## config.mk

```make
export PLATFORM = sky130hd
export DESIGN_NAME = sdu_exec_ctrl
export DESIGN_NICKNAME = d
export VERILOG_FILES = /design/src/rtl/sdu_exec_ctrl.sv
export SDC_FILE = /design/constraint.sdc
export NUM_CORES = 1
export LEC_CHECK = 0
export CORE_ASPECT_RATIO = 2
export CORE_MARGIN = 2
export CORE_UTILIZATION = 50
export CTS_BUF_LIST = sky130_fd_sc_hd__clkbuf_16
export DETAILED_ROUTE_END_ITERATION = 10
export DONT_BUFFER_PORTS = 1
export MAX_ROUTING_LAYER = met4
export PLACE_DENSITY = 0.74
export RECOVER_POWER = 50
export SLEW_MARGIN = 40
export SYNTH_ARGS = -nofsm -noshare
export SYNTH_HDL_FRONTEND = slang
export SYNTH_SLANG_ARGS = --single-unit
```

## constraint.sdc

```tcl
create_clock -name cpu_clk -period 6.1 [get_ports cpu_clk]
set_clock_uncertainty 0.15 [all_clocks]
set_input_delay 0.915 -clock cpu_clk [delete_from_list [all_inputs] [get_ports cpu_clk]]
set_output_delay 0.915 -clock cpu_clk [all_outputs]
set_load 0.03 [all_outputs]
```

## src/rtl/sdu_exec_ctrl.sv

```systemverilog
// Debug execution controller: gates the CPU clock-enable from RUN/STEP/HALT commands, PC breakpoints, stop cause and retired count.
// Commands take effect the cycle after acceptance; cmd_ready drops only while a single step is executing.
module sdu_exec_ctrl #(
    parameter int ADDR_WIDTH = 32,
    parameter int NUM_BP     = 2
) (
    input  logic                  cpu_clk,
    input  logic                  cpu_rstn,
    input  logic                  cmd_valid,
    output logic                  cmd_ready,
    input  logic [2:0]            cmd_op,
    input  logic [1:0]            cmd_idx,
    input  logic [ADDR_WIDTH-1:0] cmd_addr,
    input  logic [ADDR_WIDTH-1:0] pc,
    output logic                  cpu_en,
    output logic                  halted,
    output logic [1:0]            stop_cause,
    output logic [1:0]            bp_hit_idx,
    output logic [31:0]           instr_cnt
);

    typedef enum logic [1:0] {
        ST_HALT = 2'd0,
        ST_RUN  = 2'd1,
        ST_STEP = 2'd2
    } state_t;

    localparam logic [2:0] OP_RUN    = 3'd1;
    localparam logic [2:0] OP_STEP   = 3'd2;
    localparam logic [2:0] OP_HALT   = 3'd3;
    localparam logic [2:0] OP_SET_BP = 3'd4;
    localparam logic [2:0] OP_CLR_BP = 3'd5;

    localparam logic [1:0] CAUSE_HALT = 2'd1;
    localparam logic [1:0] CAUSE_STEP = 2'd2;
    localparam logic [1:0] CAUSE_BP   = 2'd3;

    state_t                state_q, state_d;
    logic                  skip_q, skip_d;
    logic [1:0]            stop_cause_q, stop_cause_d;
    logic [1:0]            bp_hit_idx_q, bp_hit_idx_d;
    logic [31:0]           instr_cnt_q, instr_cnt_d;
    logic [NUM_BP-1:0]     bp_en_q, bp_en_d;
    logic [ADDR_WIDTH-1:0] bp_addr_q [NUM_BP];
    logic [ADDR_WIDTH-1:0] bp_addr_d [NUM_BP];

    logic       cmd_acc;
    logic       bp_match;
    logic [1:0] bp_idx;
    logic       bp_stop;

    // Descending scan so the lowest matching index is the one that sticks.
    always_comb begin
        bp_match = 1'b0;
        bp_idx   = 2'd0;
        for (int i = NUM_BP - 1; i >= 0; i--) begin
            if (bp_en_q[i] && (pc == bp_addr_q[i])) begin
                bp_match = 1'b1;
                bp_idx   = 2'(i);
            end
        end
    end

    always_comb begin
        cmd_ready    = (state_q != ST_STEP);
        halted       = (state_q == ST_HALT);
        cmd_acc      = cmd_valid && cmd_ready;
        bp_stop      = 1'b0;
        cpu_en       = 1'b0;
        state_d      = state_q;
        skip_d       = skip_q;
        stop_cause_d = stop_cause_q;
        bp_hit_idx_d = bp_hit_idx_q;

        case (state_q)
            ST_HALT: begin
                if (cmd_acc && (cmd_op == OP_RUN)) begin
                    state_d = ST_RUN;
                    skip_d  = 1'b1;
                end else if (cmd_acc && (cmd_op == OP_STEP)) begin
                    state_d = ST_STEP;
                end
            end
            ST_RUN: begin
                // Breakpoint outranks a coincident HALT command and suppresses execution.
                bp_stop = bp_match && !skip_q;
                cpu_en  = !bp_stop;
                if (bp_stop) begin
                    state_d      = ST_HALT;
                    stop_cause_d = CAUSE_BP;
                    bp_hit_idx_d = bp_idx;
                end else if (cmd_acc && (cmd_op == OP_HALT)) begin
                    state_d      = ST_HALT;
                    stop_cause_d = CAUSE_HALT;
                end
            end
            ST_STEP: begin
                cpu_en       = 1'b1;
                state_d      = ST_HALT;
                stop_cause_d = CAUSE_STEP;
            end
            default: begin
                state_d = ST_HALT;
            end
        endcase

        if (cpu_en) begin
            skip_d = 1'b0;
        end
        instr_cnt_d = instr_cnt_q + {31'd0, cpu_en};
    end

    always_comb begin
        bp_en_d   = bp_en_q;
        bp_addr_d = bp_addr_q;
        for (int i = 0; i < NUM_BP; i++) begin
            if (cmd_acc && (cmd_idx == 2'(i))) begin
                if (cmd_op == OP_SET_BP) begin
                    bp_en_d[i]   = 1'b1;
                    bp_addr_d[i] = cmd_addr;
                end else if (cmd_op == OP_CLR_BP) begin
                    bp_en_d[i] = 1'b0;
                end
            end
        end
    end

    always_ff @(posedge cpu_clk or negedge cpu_rstn) begin
        if (!cpu_rstn) begin
            state_q      <= ST_HALT;
            skip_q       <= 1'b0;
            stop_cause_q <= 2'd0;
            bp_hit_idx_q <= 2'd0;
            instr_cnt_q  <= 32'd0;
            bp_en_q      <= '0;
            for (int i = 0; i < NUM_BP; i++) begin
                bp_addr_q[i] <= '0;
            end
        end else begin
            state_q      <= state_d;
            skip_q       <= skip_d;
            stop_cause_q <= stop_cause_d;
            bp_hit_idx_q <= bp_hit_idx_d;
            instr_cnt_q  <= instr_cnt_d;
            bp_en_q      <= bp_en_d;
            for (int i = 0; i < NUM_BP; i++) begin
                bp_addr_q[i] <= bp_addr_d[i];
            end
        end
    end

    assign stop_cause = stop_cause_q;
    assign bp_hit_idx = bp_hit_idx_q;
    assign instr_cnt  = instr_cnt_q;

endmodule

```

==> results.json, run 1 <==
{
  "run_status": "complete, no violations",
  "post_cts_buffers": 0,
  "slew-limit-headroom_pct": 66.58,
  "post_route_cells_drive_above_1_share_pct": 20.27,
  "hpwl_um": 9284,
  "cts.sinks": 104,
  "power.density_nw_per_um2": 352.5,
  "detail_route.drc_violations": 0,
  "worst-path-max-fanout": 3,
  "clock_latency_ps": 350,
  "finish.net_count": 521,
  "power.net_switching_w": 0.0006138,
  "syn-instance-count": 439,
  "vertical_extent_of_the_die_um": 148.4,
  "power.sequential.fraction_pct": 49.2,
  "grt-ovfl-total": 0,
  "maxCapViolCount": 0,
  "core-area_um2": 10150,
  "cts_hold_buffers": 0,
  "final_setup_viols": 0,
  "clk_transition_reported_paths_ps": 70,
  "fp.dieW_um": 76.20,
  "unrepaired_setup_endpoints_after_global_routing": "false",
  "insertedDiodeCount": 0,
  "multi_input_area_um2": 2527,
  "yosysWarnings": 0,
  "num_io_pins": 111,
  "layout_min_cycle_time_ps": 3672,
  "cts.root.buffer_cell": "sky130_fd_sc_hd__clkbuf_16",
  "synth_area_um2": 5212,
  "synthDistinctLibCells": 46,
  "maximum_number_of_pins_on_one_net_before_global_route_repair": 105,
  "portBuffers": 0,
  "p_leak_nw": 2.321,
  "clock_power_share_pct": 28.2,
  "wl_um": 12140,
  "swShare_pct": 30.80,
  "finalHoldViolations": 0,
  "critical_path_arrival_ps": 2610,
  "initial_core_util_pct": 51.36,
  "cts_max_level": 3,
  "placement_rows": 52,
  "detailedRoute.firstIterationViolations": 235,
  "syn2layout_area_growth_pct": 8.473,
  "via_count_of_the_routed_design": 3464,
  "wire_length_of_the_first_global_routing_pass_um": 19100,
  "wl_per_cell_um": 20.78,
  "number_of_flops_mapped_to_enable_cells_by_yosys": 0,
  "critical_path.endpoint_type": "output port",
  "drt-vias-per-instance": 5.932,
  "achievable-frequency_mhz": 272.3,
  "netlist_top_cells_area": "sky130_fd_sc_hd__dfrtp_1 (50%), sky130_fd_sc_hd__xnor2_1 (14%), sky130_fd_sc_hd__mux2_2 (13%), sky130_fd_sc_hd__nand4_1 (4.0%), sky130_fd_sc_hd__nand3_1 (2.1%)",
  "grt_antenna_before_repair": 0,
  "share_comb_of_total_power_pct": 22.6,
  "grt_util_all_layers_pct": 23.08,
  "cts-resized-gates": 0,
  "clock_tree.buffer_depth": 2,
  "design.die.area_um2": 11310,
  "holdWs_ps": 107.9,
  "first_global_vias": 3756,
  "ys_async_sr_fraction_pct": 100.0,
  "timing.final.max_slew_violations": 0,
  "mappedNetlistNets": 516,
  "worst_hold_class": "input pin to asynchronous set/reset pin",
  "period_share_pct": 60.20,
  "tritoncts.num_buffers": 9,
  "globalplace.congestion": 0.8528,
  "detail-route-antenna-nets": 0,
  "seq_area_frac_synth_pct": 49.93,
  "drtPass1Iterations": 5,
  "ir_worst_vdd_mv": 0.1943,
  "element_type_at_the_critical_path_start": "input pin",
  "synth_flop_cell": "sky130_fd_sc_hd__dfrtp_1",
  "ff_latch_count_synth": 104,
  "fillers": 903,
  "fin_tns_setup_ps": 0,
  "clock_tree_from_tritoncts": "yes",
  "internal_power_w": 0.001379,
  "worst-slew-pin-transition_ps": 501.2,
  "required_time_at_the_worst_slack_endpoint_ps": 5030,
  "synth_largest_area_cell": "sky130_fd_sc_hd__dfrtp_1",
  "synth_area_per_cell_um2": 11.87,
  "sequential_cell_area_um2": 2603,
  "synth_top_area_share_pct": 49.93,
  "crit_type": "input pin to output port"
}
-- area by class of cell --
cell class                      count  share of cell area (%)
Clock buffer                        9                   3.983
Clock inverter                      7                   1.106
Inverter                           14                  0.9294
Multi-Input combinational cell    313                   44.70
Sequential cell                   104                   46.03
Tap cell                          135                   2.987
Timing Repair Buffer                2                  0.2655
-- Yosys cell counts (6+ instances only) --
master                     instances
sky130_fd_sc_hd__dfrtp_1         104
sky130_fd_sc_hd__xnor2_1          83
sky130_fd_sc_hd__mux2_2           61
sky130_fd_sc_hd__nand4_1          33
sky130_fd_sc_hd__nand3_1          22
sky130_fd_sc_hd__nand2_1          19
sky130_fd_sc_hd__inv_1            14
sky130_fd_sc_hd__nand2b_1         11
sky130_fd_sc_hd__nor2_1            7
sky130_fd_sc_hd__nor3_1            7
sky130_fd_sc_hd__o21ai_0           7
sky130_fd_sc_hd__buf_2             6
-- per-layer routing --
metal / global-route usage (%) / vias to the layer above / routed length (um) / part of all wire [%]
met2: 40.89 / 131 / 6506 / 54
met5: - / - / 0 / 0
li1: - / 1566 / - / -
met3: 8.070 / 40 / 988 / 8.1
met4: 14.64 / 0 / 671 / 5.5
met1: 20.70 / 1727 / 3970 / 33
-- final timing paths --
kind	from	endpoint	cells after the start	slack (ps)
max	pc[7]	cpu_en	6	2430
min	cpu_rstn	bp_addr_q[4]$_DFFE_PN0P_	0	110
max reg2reg	bp_addr_q[7]$_DFFE_PN0P_	instr_cnt[30]$_DFF_PN0_	13	2580
min reg2reg	bp_addr_q[37]$_DFFE_PN0P_	bp_addr_q[37]$_DFFE_PN0P_	1	370
max in group asynchronous	cpu_rstn	bp_addr_q[50]$_DFFE_PN0P_	0	5520
min in group cpu_clk	bp_addr_q[37]$_DFFE_PN0P_	bp_addr_q[37]$_DFFE_PN0P_	1	370
-- power groups by stage --
stage,combinational [W],sequential [W],clock [W]
2_1_floorplan,0.000361,0.000961,0
3_3_place_gp,0.000437,0.000984,0
3_5_place_dp,0.000447,0.000996,0
4_1_cts,0.000452,0.000982,0.000575
5_1_grt,0.000491,0.00100,0.000601
6_report,0.000450,0.000981,0.000562
-- logic make-up after synthesis --
| group | after synthesis | synth area share [%] |
|---|---|---|
| other | 1 | 0.07194 |
| adders and majority gates | 5 | 1.200 |
| muxes | 63 | 13.56 |
| AOI/OAI and AO/OA | 26 | 3.721 |
| and+or+nand+nor | 128 | 14.31 |
| buffers and inverters | 22 | 1.800 |
| DFF | 104 | 49.93 |
| xor gates and xnor gates | 90 | 15.41 |
-- layout by cell type, fill, tap and decap left out, types with 2 or more instances in the layout --
cell type,count
sky130_fd_sc_hd__and3_1,4
sky130_fd_sc_hd__nor2_4,3
sky130_fd_sc_hd__clkinv_1,2
sky130_fd_sc_hd__nor2_1,7
sky130_fd_sc_hd__nand3_1,22
sky130_fd_sc_hd__nand4_1,33
sky130_fd_sc_hd__xor2_1,5
sky130_fd_sc_hd__nand2b_1,11
sky130_fd_sc_hd__o22a_1,2
sky130_fd_sc_hd__buf_4,2
sky130_fd_sc_hd__and2_1,4
sky130_fd_sc_hd__o211ai_1,3
sky130_fd_sc_hd__nor3_1,7
sky130_fd_sc_hd__clkinvlp_4,2
sky130_fd_sc_hd__inv_1,14
sky130_fd_sc_hd__dfrtp_1,104
sky130_fd_sc_hd__nand2_2,2
sky130_fd_sc_hd__a21o_1,2
sky130_fd_sc_hd__clkbuf_16,9
sky130_fd_sc_hd__nor4_1,3
sky130_fd_sc_hd__ha_1,5
sky130_fd_sc_hd__nor2b_1,2
sky130_fd_sc_hd__mux2_2,61
sky130_fd_sc_hd__and4_4,2
sky130_fd_sc_hd__mux2i_1,2
sky130_fd_sc_hd__clkinv_2,2
sky130_fd_sc_hd__xnor2_1,83
sky130_fd_sc_hd__a41oi_1,2
sky130_fd_sc_hd__nand2_1,19
sky130_fd_sc_hd__o21ai_0,7
sky130_fd_sc_hd__xnor2_2,2
sky130_fd_sc_hd__and4_1,4
-- registers in the layout (all words and copies together) (netlist names) --
name and cells:
skip_q 1, stop_cause 2, bp_addr_q 64, bp_en_q 2, state_q 2, instr_cnt 32, bp_hit_idx 1
-- worst max-delay path, cell delays in order --
cell and delay (ps):
sky130_fd_sc_hd__xnor2_1 310, sky130_fd_sc_hd__nand4_1 160, sky130_fd_sc_hd__nor4_2 420, sky130_fd_sc_hd__a41oi_1 230, sky130_fd_sc_hd__and2_1 230, sky130_fd_sc_hd__o21a_1 340
-- per-stage QoR --
step | total power, W | setup slack, ps | instance area (um2) | util (%) | cells
after global placement | 0.001421 | 2174 | 5361 | 52.82 | 568
after floorplan | 0.001322 | 2664 | 5213 | - | 439
after global routing | 0.002094 | 2282 | 5654 | 55.71 | 584
after detailed placement | 0.001443 | 2116 | 5361 | 52.82 | 568
after CTS | 0.002009 | 2463 | 5649 | 55.66 | 584
final | 0.001993 | 2428 | 5654 | 55.71 | 584
Note: power is estimated with default switching activity, not from simulation.
==> run 2: changes to the inputs <==
==> constraint.sdc (replaced) <==
create_clock -name cpu_clk -period 3.8 [get_ports cpu_clk]
set_clock_uncertainty 0.15 [all_clocks]
set_input_delay 0.57 -clock cpu_clk [delete_from_list [all_inputs] [get_ports cpu_clk]]
set_output_delay 0.57 -clock cpu_clk [all_outputs]
set_load 0.03 [all_outputs]
==> results.json, run 2 (same netlist as run 1, synthesis figures left out) <==
{
  "grtUsageMet2_pct": 42.28,
  "cts.root.buffer_cell": "sky130_fd_sc_hd__clkbuf_16",
  "power.net_switching_w": 0.001020,
  "grt_util_all_layers_pct": 23.25,
  "cts-resized-gates": 0,
  "insertedDiodeCount": 0,
  "maxCapViolCount": 1,
  "detail-route-antenna-nets": 0,
  "fp.dieW_um": 76.20,
  "worst-slew-pin-transition_ps": 2586,
  "power.sequential.fraction_pct": 47.5,
  "clock_tree_from_tritoncts": "yes",
  "fin_tns_setup_ps": 0,
  "violations": "capacitance limit, slew limit",
  "layout_min_cycle_time_ps": 3301,
  "drtPass1Iterations": 5,
  "post_route_cells_drive_above_1_share_pct": 21.19,
  "mostFrequentLayoutCell": "sky130_fd_sc_hd__dfrtp_1",
  "fillers": 899,
  "regMostFlops": "bp_addr_q",
  "clock_power_share_pct": 29.6,
  "clk_transition_reported_paths_ps": 70,
  "drt-vias-per-instance": 5.929,
  "largest_register_ffs": 64,
  "clock_latency_ps": 350,
  "multi_input_area_um2": 2522,
  "crit_type": "flop to flop",
  "via_count_of_the_routed_design": 3486,
  "worst-path-max-fanout": 6,
  "run_status": "complete, but fails checks",
  "internal_power_w": 0.002292,
  "critical_path_arrival_ps": 3420,
  "ir_worst_vdd_mv": 0.3267,
  "swShare_pct": 30.79,
  "initial_core_util_pct": 51.36,
  "first_global_vias": 3841,
  "share_comb_of_total_power_pct": 22.9,
  "num_io_pins": 111,
  "hpwl_um": 9461,
  "most-common-layout-cells": "sky130_fd_sc_hd__dfrtp_1 (104), sky130_fd_sc_hd__xnor2_1 (83), sky130_fd_sc_hd__mux2_2 (61), sky130_fd_sc_hd__nand4_1 (33), sky130_fd_sc_hd__nand3_1 (22)",
  "detailedRoute.firstIterationViolations": 208,
  "top_usage_layer": "met2",
  "detail_route.drc_violations": 0,
  "stdcell_area_um2": 5708,
  "cts_hold_buffers": 1,
  "grt.met1_usage_pct": 21.45,
  "unrepaired_setup_endpoints_after_global_routing": "false",
  "p_leak_nw": 2.359,
  "timing.final.max_slew_violations": 105,
  "achievable-frequency_mhz": 302.9,
  "portBuffers": 0,
  "critical_path.endpoint_type": "flop",
  "power.density_nw_per_um2": 580.3,
  "tritoncts.num_buffers": 9,
  "maximum_number_of_pins_on_one_net_before_global_route_repair": 105,
  "grt-ovfl-total": 0,
  "final_setup_viols": 0,
  "placement_rows": 52,
  "worst_hold_class": "input pin to flop",
  "element_type_at_the_critical_path_start": "flop",
  "core-area_um2": 10150,
  "syn2layout_area_growth_pct": 9.505,
  "wl_per_cell_um": 20.82,
  "post_cts_buffers": 0,
  "finish.net_count": 525,
  "preCtsSetupSlack_ps": 347.9,
  "cts.sinks": 104,
  "period_share_pct": 86.87,
  "cts_max_level": 3,
  "sequential_cell_area_um2": 2603,
  "grt_antenna_before_repair": 0,
  "finalHoldViolations": 0,
  "slew-limit-headroom_pct": -72.41,
  "wire_length_of_the_first_global_routing_pass_um": 19420,
  "vertical_extent_of_the_die_um": 148.4,
  "required_time_at_the_worst_slack_endpoint_ps": 3920,
  "postLayoutSetupSlackWorst_ps": 499.0,
  "holdWs_ps": 206.8,
  "use_met3_pct": 6.432,
  "design.die.area_um2": 11310,
  "place_area_um2": 5384,
  "globalplace.congestion": 0.8514,
  "wl_um": 12240,
  "clock_tree.buffer_depth": 2
}
## run 2: worst max-delay path, cell delays in order, from the launching register on
cell and delay, ps:
sky130_fd_sc_hd__dfrtp_1 390, sky130_fd_sc_hd__xnor2_1 180, sky130_fd_sc_hd__nand4_1 240, sky130_fd_sc_hd__nor4_1 510, sky130_fd_sc_hd__nand4_1 220, sky130_fd_sc_hd__and2_1 210, sky130_fd_sc_hd__o21a_1 220, sky130_fd_sc_hd__ha_1 210
sky130_fd_sc_hd__ha_1 250, sky130_fd_sc_hd__and4_4 230, sky130_fd_sc_hd__nand2_2 120, sky130_fd_sc_hd__nor2_4 60, sky130_fd_sc_hd__nand4_1 110, sky130_fd_sc_hd__xnor2_1 120
## run 2: layout make-up
cell class | instances | area share (%)
well taps | 135 | 2.959
flip-flops and latches | 104 | 45.59
clock buffers | 9 | 3.946
inverters | 14 | 0.9206
clock inverters | 7 | 1.644
multi-input cells | 313 | 44.19
repair buffers | 6 | 0.7453
## run 2: path summary, 6_finish.rpt
check	startpoint	to	slack (ps)	cells after the start
max	bp_addr_q[38]$_DFFE_PN0P_	instr_cnt[22]$_DFF_PN0_	500	13
min	cmd_addr[6]	bp_addr_q[6]$_DFFE_PN0P_	210	2
max reg2reg	bp_addr_q[38]$_DFFE_PN0P_	instr_cnt[22]$_DFF_PN0_	500	13
min reg2reg	bp_addr_q[26]$_DFFE_PN0P_	bp_addr_q[26]$_DFFE_PN0P_	380	1
max in group asynchronous	cpu_rstn	bp_addr_q[50]$_DFFE_PN0P_	1110	1
min in group asynchronous	cpu_rstn	bp_addr_q[5]$_DFFE_PN0P_	840	1
## run 2: stage by stage
stage | instances | util, % | total power, W
floorplan | 439 | - | 0.002122
global placement | 571 | 53.04 | 0.002284
detailed placement | 571 | 53.04 | 0.002327
CTS | 588 | 56.46 | 0.003344
global route | 588 | 56.24 | 0.003487
finish | 588 | 56.24 | 0.003312
## run 2: power groups by stage
stage          Combinational (W)  Sequential (W)  Clock (W)
3_5_place_dp            0.000730         0.00160          0
3_3_place_gp            0.000706         0.00158          0
2_1_floorplan           0.000580         0.00154          0
6_report                0.000757         0.00157   0.000981
4_1_cts                 0.000765         0.00158    0.00100
5_1_grt                 0.000826         0.00161    0.00105
## run 2: per-layer routing
metal  wire length [um]  vias to the layer above  part of all wire [%]
met5                  0                        -                     0
met4                648                        0                   5.3
met3                826                       36                   6.7
met2               6605                      143                    54
met1               4164                     1742                    34
li1                   -                     1565                     -
==> run 3: changes to the inputs <==
--- a/config.mk
+++ b/config.mk
@@ -8,13 +8,12 @@
 export CORE_ASPECT_RATIO = 2
 export CORE_MARGIN = 2
 export CORE_UTILIZATION = 50
-export CTS_BUF_LIST = sky130_fd_sc_hd__clkbuf_16
 export DETAILED_ROUTE_END_ITERATION = 10
 export DONT_BUFFER_PORTS = 1
 export MAX_ROUTING_LAYER = met4
 export PLACE_DENSITY = 0.74
 export RECOVER_POWER = 50
-export SLEW_MARGIN = 40
+export SKIP_CTS_REPAIR_TIMING = 1
 export SYNTH_ARGS = -nofsm -noshare
 export SYNTH_HDL_FRONTEND = slang
 export SYNTH_SLANG_ARGS = --single-unit
==> results.json, run 3 (same netlist as run 1, synthesis figures left out) <==
{
  "cts.sinks": 104,
  "fillers": 900,
  "wl_um": 12250,
  "critical-path-top-delay-family": "simple AND/OR/NAND/NOR gates",
  "hpwl_um": 9461,
  "crit_type": "flop to flop",
  "maximum_number_of_pins_on_one_net_before_global_route_repair": 105,
  "drt-vias-per-instance": 5.893,
  "syn2layout_area_growth_pct": 9.697,
  "crit-reg2reg-launch": "bp_addr_q[38]$_DFFE_PN0P_",
  "grt-ovfl-total": 0,
  "globalplace.congestion": 0.8514,
  "power.density_nw_per_um2": 583.2,
  "regToRegEndpoint": "instr_cnt[22]$_DFF_PN0_",
  "power_w": 0.003335,
  "final_cells": 588,
  "placedCellCount": 571,
  "vertical_extent_of_the_die_um": 148.4,
  "slew-limit-headroom_pct": -71.00,
  "design.die.area_um2": 11310,
  "grt_util_all_layers_pct": 23.21,
  "grt_antenna_before_repair": 0,
  "holdWs_ps": 205.9,
  "period_share_pct": 87.18,
  "initial_core_util_pct": 51.36,
  "clock_latency_ps": 350,
  "num_io_pins": 111,
  "preCtsSetupSlack_ps": 347.9,
  "met2WireLength_um": 6585,
  "most-common-layout-cells": "sky130_fd_sc_hd__dfrtp_1 (104), sky130_fd_sc_hd__xnor2_1 (83), sky130_fd_sc_hd__mux2_2 (61), sky130_fd_sc_hd__nand4_1 (33), sky130_fd_sc_hd__nand3_1 (22)",
  "path_depth": 13,
  "route.layer.met1.wl_um": 4192,
  "portBuffers": 0,
  "layout_min_cycle_time_ps": 3313,
  "p_leak_nw": 2.364,
  "detail-route-antenna-nets": 0,
  "worst-slew-pin-transition_ps": 2565,
  "first_global_vias": 3840,
  "post_route_cells_drive_above_1_share_pct": 21.41,
  "detailedRoute.firstIterationViolations": 220,
  "critical-path-top-cell-by-count": "sky130_fd_sc_hd__nand4_1",
  "critical_path_arrival_ps": 3430,
  "run_status": "complete, but fails checks",
  "insertedDiodeCount": 0,
  "fin_tns_setup_ps": 0,
  "wl_per_cell_um": 20.84,
  "via_count_of_the_routed_design": 3465,
  "clock_tree_from_tritoncts": "yes",
  "detail_route.drc_violations": 0,
  "wire_length_of_the_first_global_routing_pass_um": 19390,
  "cts.root.buffer_cell": "sky130_fd_sc_hd__clkbuf_16",
  "required_time_at_the_worst_slack_endpoint_ps": 3920,
  "tritoncts.num_buffers": 9,
  "postLayoutSetupSlackWorst_ps": 487.0,
  "finish.net_count": 525,
  "metal3_wl_um": 790,
  "achievable-frequency_mhz": 301.8,
  "holdPathEnd": "bp_addr_q[6]$_DFFE_PN0P_",
  "clk_transition_reported_paths_ps": 70,
  "worst-path-max-fanout": 6,
  "hp-start": "cmd_addr[6]",
  "worst_hold_class": "input pin to flop",
  "timing.final.max_slew_violations": 105,
  "unrepaired_setup_endpoints_after_global_routing": "false",
  "largest_register_ffs": 64,
  "final_setup_viols": 0,
  "core-area_um2": 10150,
  "regMostFlops": "bp_addr_q",
  "fp.dieW_um": 76.20,
  "rrSetupSlack_ps": 490,
  "finalHoldViolations": 0,
  "critical_path.slowest_cell": "sky130_fd_sc_hd__nor4_1",
  "placement_rows": 52,
  "critical-path-max-stage-delay_ps": 520,
  "critical_path.endpoint_type": "flop",
  "cp_cell_sequence": "xnor2_1 > nand4_1 > nor4_1 > nand4_1 > and2_1 > o21a_1 > ha_1 > ha_1 > and4_4 > nand2_2 > nor2_4 > nand4_1 > xnor2_1",
  "reg2regPathDepth": 13,
  "clock_tree.buffer_depth": 2,
  "maxCapViolCount": 1,
  "maxUsedRoutingLayer": "met4",
  "violations": "capacitance limit, slew limit",
  "crit_buf_inv": 0,
  "cts_max_level": 3,
  "element_type_at_the_critical_path_start": "flop",
  "min_delay_path_depth": 2,
  "mostFrequentLayoutCell": "sky130_fd_sc_hd__dfrtp_1",
  "ir_worst_vdd_mv": 0.3275,
  "drtPass1Iterations": 5
}
==> run 3: worst reg2reg max path, cell delays in order, from the launching register on <==
cell                      delay (ps)
sky130_fd_sc_hd__dfrtp_1         390
sky130_fd_sc_hd__xnor2_1         180
sky130_fd_sc_hd__nand4_1         250
sky130_fd_sc_hd__nor4_1          520
sky130_fd_sc_hd__nand4_1         220
sky130_fd_sc_hd__and2_1          210
sky130_fd_sc_hd__o21a_1          220
sky130_fd_sc_hd__ha_1            220
sky130_fd_sc_hd__ha_1            250
sky130_fd_sc_hd__and4_4          230
sky130_fd_sc_hd__nand2_2         120
sky130_fd_sc_hd__nor2_4           60
sky130_fd_sc_hd__nand4_1         110
sky130_fd_sc_hd__xnor2_1         120
==> run 3: how the worst max path moves through the flow <==
stage | to | startpoint | slack [ps]
6_report | instr_cnt[22]$_DFF_PN0_ | bp_addr_q[38]$_DFFE_PN0P_ | 490
3_5_place_dp | instr_cnt[22]$_DFF_PN0_ | pc[6] | 350
5_1_grt | instr_cnt[22]$_DFF_PN0_ | bp_addr_q[23]$_DFFE_PN0P_ | 350
4_1_cts | instr_cnt[22]$_DFF_PN0_ | bp_addr_q[38]$_DFFE_PN0P_ | 530
2_1_floorplan | instr_cnt[22]$_DFF_PN0_ | pc[16] | 710
3_3_place_gp | instr_cnt[22]$_DFF_PN0_ | pc[6] | 430
==> run 3: final cells by class <==
cell class	count	area, um2	area share, %
Multi-Input combinational cell	313	2522	44.11
Sequential cell	104	2603	45.51
Tap cell	135	168.9	2.954
Clock buffer	10	239.0	4.179
Timing Repair Buffer	6	42.54	0.7440
Inverter	14	52.55	0.9190
Clock inverter	6	90.09	1.575
==> run 3: metrics by stage <==
step	instance area, um2	util [%]
global placement	5384	53.04
detailed placement	5384	53.04
global route	5718	56.34
finish	5718	56.34
floorplan	5213	-
CTS	5713	56.29
==> run 3: routing by layer <==
layer  global-route usage [%]  up-vias
met5                        -        -
met4                    14.27        0
met3                    6.614       39
met2                    41.79      128
met1                    21.41     1733
li1                         -     1565
==> run 3: power breakdown <==
group,internal [W],switching [W],total (W)
Combinational,0.000373,0.000383,0.000756
Clock,0.000597,0.000406,0.00100
Sequential,0.00134,0.000232,0.00157
